[config.mk]
export PLATFORM = sky130hd
export DESIGN_NAME = pc_redirect_ctrl
export DESIGN_NICKNAME = d
export VERILOG_FILES = /design/src/rtl/pc_redirect_ctrl.sv
export SDC_FILE = /design/constraint.sdc
export NUM_CORES = 1
export LEC_CHECK = 0
export CORE_UTILIZATION = 43
export DETAILED_ROUTE_END_ITERATION = 12
export GPL_ROUTABILITY_DRIVEN = 0
export PLACE_DENSITY = 0.79
export SLEW_MARGIN = 20
export SYNTH_ARGS = -nofsm -noshare
export SYNTH_HDL_FRONTEND = slang
export SYNTH_SLANG_ARGS = --single-unit
[constraint.sdc]
create_clock -name clk -period 2.6 [get_ports clk]
set_input_delay 0.52 -clock clk [delete_from_list [all_inputs] [get_ports clk]]
set_output_delay 0.52 -clock clk [all_outputs]
set_load 0.01 [all_outputs]
[src/rtl/pc_redirect_ctrl.sv]
// Fetch PC redirect controller: boot sequencing, branch redirect with stall-time
// pending capture, single-level interrupt entry and return.
module pc_redirect_ctrl #(
   parameter int BOOT_CYCLES = 2
) (
   input  logic        clk,
   input  logic        reset,
   input  logic [31:0] pc,
   input  logic        imem_ready,
   input  logic        hazard_stall,
   input  logic        branch_taken,
   input  logic [31:0] branch_target,
   input  logic        irq,
   input  logic        eret,
   output logic [1:0]  pc_sel,
   output logic [31:0] pc_branch,
   output logic        stall,
   output logic        flush,
   output logic [31:0] epc,
   output logic        irq_ack,
   output logic        in_isr
);

   typedef enum logic [1:0] {BOOT, RUN, IRQ_WAIT, ISR} state_t;

   localparam int CW = (BOOT_CYCLES > 1) ? $clog2(BOOT_CYCLES) : 1;

   state_t        state_q, state_d;
   logic [CW-1:0] cnt_q, cnt_d;
   logic          pend_br_q, pend_br_d;
   logic [31:0]   pend_tgt_q, pend_tgt_d;
   logic          pend_eret_q, pend_eret_d;
   logic [31:0]   epc_q, epc_d;
   logic          irq_ack_q, irq_ack_d;
   logic          in_isr_q, in_isr_d;
   logic          eret_req;
   logic          enter;

   always_comb begin
      state_d     = state_q;
      cnt_d       = cnt_q;
      pend_br_d   = pend_br_q;
      pend_tgt_d  = pend_tgt_q;
      pend_eret_d = pend_eret_q;
      epc_d       = epc_q;
      irq_ack_d   = 1'b0;
      enter       = 1'b0;
      pc_sel      = 2'b10;
      pc_branch   = pend_br_q ? pend_tgt_q : 32'h0;
      stall       = 1'b0;
      flush       = 1'b0;
      eret_req    = (state_q == ISR) && (eret || pend_eret_q);

      if (state_q == BOOT) begin
         pc_sel = 2'b00;
         if (cnt_q == CW'(BOOT_CYCLES - 1)) state_d = RUN;
         else                               cnt_d   = cnt_q + 1'b1;
      end else begin
         stall = ~imem_ready | hazard_stall;
         // An eret that is not applied this cycle stays owed until it wins.
         if (state_q == ISR && eret) pend_eret_d = 1'b1;

         if (stall) begin
            if (branch_taken) begin
               pend_br_d  = 1'b1;
               pend_tgt_d = branch_target;
               pc_sel     = 2'b11;
               pc_branch  = branch_target;
            end else if (pend_br_q) begin
               pc_sel = 2'b11;
            end
         end else begin
            flush     = 1'b1;
            pend_br_d = 1'b0;
            if (branch_taken) begin
               pc_sel    = 2'b11;
               pc_branch = branch_target;
            end else if (pend_br_q) begin
               pc_sel = 2'b11;
            end else if (eret_req) begin
               pc_sel      = 2'b11;
               pc_branch   = epc_q;
               pend_eret_d = 1'b0;
               state_d     = RUN;
            end else if (state_q != ISR && irq) begin
               enter     = 1'b1;
               pc_sel    = 2'b01;
               epc_d     = pc;
               irq_ack_d = 1'b1;
               state_d   = ISR;
            end else begin
               flush = 1'b0;
            end
         end

         // RUN and IRQ_WAIT differ only in whether an interrupt is still owed.
         if (state_q != ISR && !enter) state_d = irq ? IRQ_WAIT : RUN;
      end

      in_isr_d = (state_d == ISR);
   end

   always_ff @(posedge clk or posedge reset) begin
      if (reset) begin
         state_q     <= BOOT;
         cnt_q       <= '0;
         pend_br_q   <= 1'b0;
         pend_tgt_q  <= 32'h0;
         pend_eret_q <= 1'b0;
         epc_q       <= 32'h0;
         irq_ack_q   <= 1'b0;
         in_isr_q    <= 1'b0;
      end else begin
         state_q     <= state_d;
         cnt_q       <= cnt_d;
         pend_br_q   <= pend_br_d;
         pend_tgt_q  <= pend_tgt_d;
         pend_eret_q <= pend_eret_d;
         epc_q       <= epc_d;
         irq_ack_q   <= irq_ack_d;
         in_isr_q    <= in_isr_d;
      end
   end

   assign epc     = epc_q;
   assign irq_ack = irq_ack_q;
   assign in_isr  = in_isr_q;

endmodule

==> flow_summary.toml <==
[synthesis]
synth_ff_type = "sky130_fd_sc_hd__dfrtp_1"
yosys-top-cells-count = "sky130_fd_sc_hd__dfrtp_1 (71), sky130_fd_sc_hd__mux2_2 (36), sky130_fd_sc_hd__a221o_1 (32), sky130_fd_sc_hd__and3_1 (32), sky130_fd_sc_hd__mux2_4 (28)"
syn_area_per_cell_um2 = 13.59
synthDominantCellAreaShare_pct = 51.26
yosysUniqueCellTypes = 27
synth_nets = 326
yosys-mux-area-fraction_pct = 23.83
ys_ff_latch = 71
synth_simple_gate_area_share_pct = 8.953
synth_compound_area_share_pct = 11.62
yosysWarnings = 0
synth_xor_area_share_pct = 0.2527
synth_top_family_by_area = "multiplexers"
synthArstFlopShare_pct = 100.0
synth.top_cells.by_area = "sky130_fd_sc_hd__dfrtp_1 (51%), sky130_fd_sc_hd__mux2_4 (12%), sky130_fd_sc_hd__mux2_2 (12%)"
synth_fa_ha_area_share_pct = 0.2888
synthCells = 255
syn-cell-area_mm2 = 0.003466
yosys.cell_count.top_type = "sky130_fd_sc_hd__dfrtp_1"
netlist.top_cell.by_area = "sky130_fd_sc_hd__dfrtp_1"
synth-edff-count = 0
sequential_element_share_of_the_synthesized_area_pct = 51.26

[timing]
finalHoldViolCount = 0
fin_crit_sh_pct = 99.03
setup_viol = 0
clock-skew-final_ns = 0.006312
postLayoutSetupSlackWorst_ns = 0.02512
setup-tns-final_ns = 0
maxSlewViolCount = 0
post-route-min-period_ns = 2.575
fmax_mhz = 388.4
slew_limit_headroom_pct = 67.67
timing_worst_slew_pin_value_ns = 0.4842
fin_worst_hold_slack_ns = 0.4794
rsz0062_at_grt = "no"

[layout]
final_area_mm2 = 0.005166
area_delta_synth_final_pct = 49.06
post_layout_instance_count_excluding_filler_cells = 515
n_antenna_cell = 0
fin_nets = 479
nFillCells = 584
ratio_of_cells_with_drive_above_1_in_the_final_layout_pct = 34.62
postLayoutCoreUtil_pct = 66.51

[clocking]
tritoncts = "yes"
cts.htree.levels = 3
tritoncts_num_sinks = 71
clk_pin_slew_worst_paths_ns = 0.07
ctsHoldBuffers = 0
number_of_buffers_created_by_cts = 9
clock_tree.buffer_depth = 2
worstSkewPairLatency_ns = 0.34
cts_root_buffer = "sky130_fd_sc_hd__clkbuf_8"

[place]
post-place-cells = 498
port_buffers = 140
pre_cts_ws_ns = -0.4094
postPlaceCellArea_mm2 = 0.005092
place.detailed.hpwl_um = 6345

[route]
via_count = 2762
ant_nets = 0
route.final.wire_length_um = 8821
drtPass1Iterations = 4
post-route-drc-count = 0
drt_via_density = 5.363
avgRoutedWirePerCell_um = 17.13
detailedRoute.firstIterationViolations = 85

[power_and_ir_drop]
worst_vdd_drop_mv = 0.3781
pwr_density_cell_mw_per_mm2 = 730.9
total_power_mw = 3.776
power_leakage_nw = 2.458

[die]
num_rows = 32
die-width_um = 91.78
placeableCoreArea_mm2 = 0.007767
die_height_um = 91.78
floorplan.io_pins = 141
die_area_mm2 = 0.008423
initial_utilization_pct = 44.62

[setup_path]
critical_path_peak_fanout = 18
rr_startpoint = "state_q[1]$_DFF_PP0_"
worst_flop_to_flop_path_endpoint = "pend_tgt_q[15]$_DFFE_PP0P_"
setup.worst_path.class = "in -> out"
timing.critical_path.from_type = "input port"
startpoint_of_the_worst_setup_timing_path = "eret"
crit_arrival_ns = 2.05
reg2reg_slack_ns = 0.78
critPathCapture = "pc_branch[16]"
worstSetupEndpointType = "output pin"
worst_r2r_path_depth = 7
timing.critical_path.required_ns = 2.08

[run_status]
status = "finished clean"

[global_route]
grt_overflow_total = 0
grt_antenna_before_repair = 0
grt_first_pass_wirelength_um = 14480
grt_pass1_vias = 2869
grtUsageTotal_pct = 21.69
maximum_number_of_pins_on_one_net_before_global_route_repair = 35

[min_path]
hp-class = "reg -> reg"

[job]
maxCapViolCount = 0
-- final cells by class --
type,instances,area [µm²],share of cell area [%]
tap,102,127.6,2.470
sequential,71,1777,34.39
timing repair buffer,164,1478,28.60
clock inverter,5,56.30,1.090
clock buffer,11,141.4,2.737
inverter,2,7.507,0.1453
multi-input combinational,160,1579,30.56
-- registers in the layout, indices dropped and copies added (netlist names) --
name,count
pend_eret_q,1
in_isr,1
state_q,2
irq_ack,1
pend_tgt_q,32
cnt_q,1
pend_br_q,1
epc,32
-- power by group --
group          leakage, nW  switching [mW]  internal, mW
Clock               0.0997           0.410         0.470
Combinational         1.48           0.488         0.846
Sequential           0.877           0.197          1.36
Total                 2.46            1.10          2.68
-- logic make-up (layout without fill, tap and decap cells) --
kind of cell               Yosys count  in the layout
adders and majority gates            1              1
and+or+nand+nor                     49             49
xor gates and xnor gates             1              1
DFF                                 71             71
muxes                               64             64
buffers and inverters               24            182
AOI/OAI and AO/OA                   45             45
-- worst min-delay path by stage --
stage / start / end / slack, ns / depth (start not counted)
floorplan: cnt_q$_DFFE_PP0P_ / cnt_q$_DFFE_PP0P_ / 0.44 / 1
global placement: cnt_q$_DFFE_PP0P_ / cnt_q$_DFFE_PP0P_ / 0.45 / 1
detailed placement: cnt_q$_DFFE_PP0P_ / cnt_q$_DFFE_PP0P_ / 0.46 / 1
CTS: cnt_q$_DFFE_PP0P_ / cnt_q$_DFFE_PP0P_ / 0.48 / 1
global route: cnt_q$_DFFE_PP0P_ / cnt_q$_DFFE_PP0P_ / 0.51 / 1
finish: cnt_q$_DFFE_PP0P_ / cnt_q$_DFFE_PP0P_ / 0.48 / 1
-- metal layers --
metal	routed length, µm	GRT usage (%)	vias up
li1	-	-	1271
met1	3922	28.29	1385
met2	4236	35.65	95
met3	546	4.809	11
met4	115	7.682	0
met5	0	0	-
-- cell usage in the layout, fill, tap and decap left out, types with 6 or more instances in the layout --
cell | synthesis | routed
sky130_fd_sc_hd__and3_1 | 32 | 32
sky130_fd_sc_hd__a221o_1 | 32 | 32
sky130_fd_sc_hd__clkbuf_8 | 0 | 10
sky130_fd_sc_hd__mux2_2 | 36 | 36
sky130_fd_sc_hd__dfrtp_1 | 71 | 71
sky130_fd_sc_hd__mux2_4 | 28 | 28
sky130_fd_sc_hd__buf_4 | 3 | 19
sky130_fd_sc_hd__nor2_1 | 6 | 6
sky130_fd_sc_hd__clkbuf_2 | 0 | 30
sky130_fd_sc_hd__clkdlybuf4s50_1 | 0 | 103
-- what timing repair did --
item                       in CTS  in global routing
gates resized for setup        75                 34
setup endpoints to repair      35                 34
buffers inserted                1                  0
pin swaps                       1                  1
-- critical path: stages --
cell,delay (ns)
sky130_fd_sc_hd__clkdlybuf4s50_1,0.43
sky130_fd_sc_hd__o211a_1,0.24
sky130_fd_sc_hd__and2_4,0.18
sky130_fd_sc_hd__buf_8,0.15
sky130_fd_sc_hd__a221o_1,0.29
sky130_fd_sc_hd__clkdlybuf4s15_1,0.23
(Power assumes the default switching activity.)
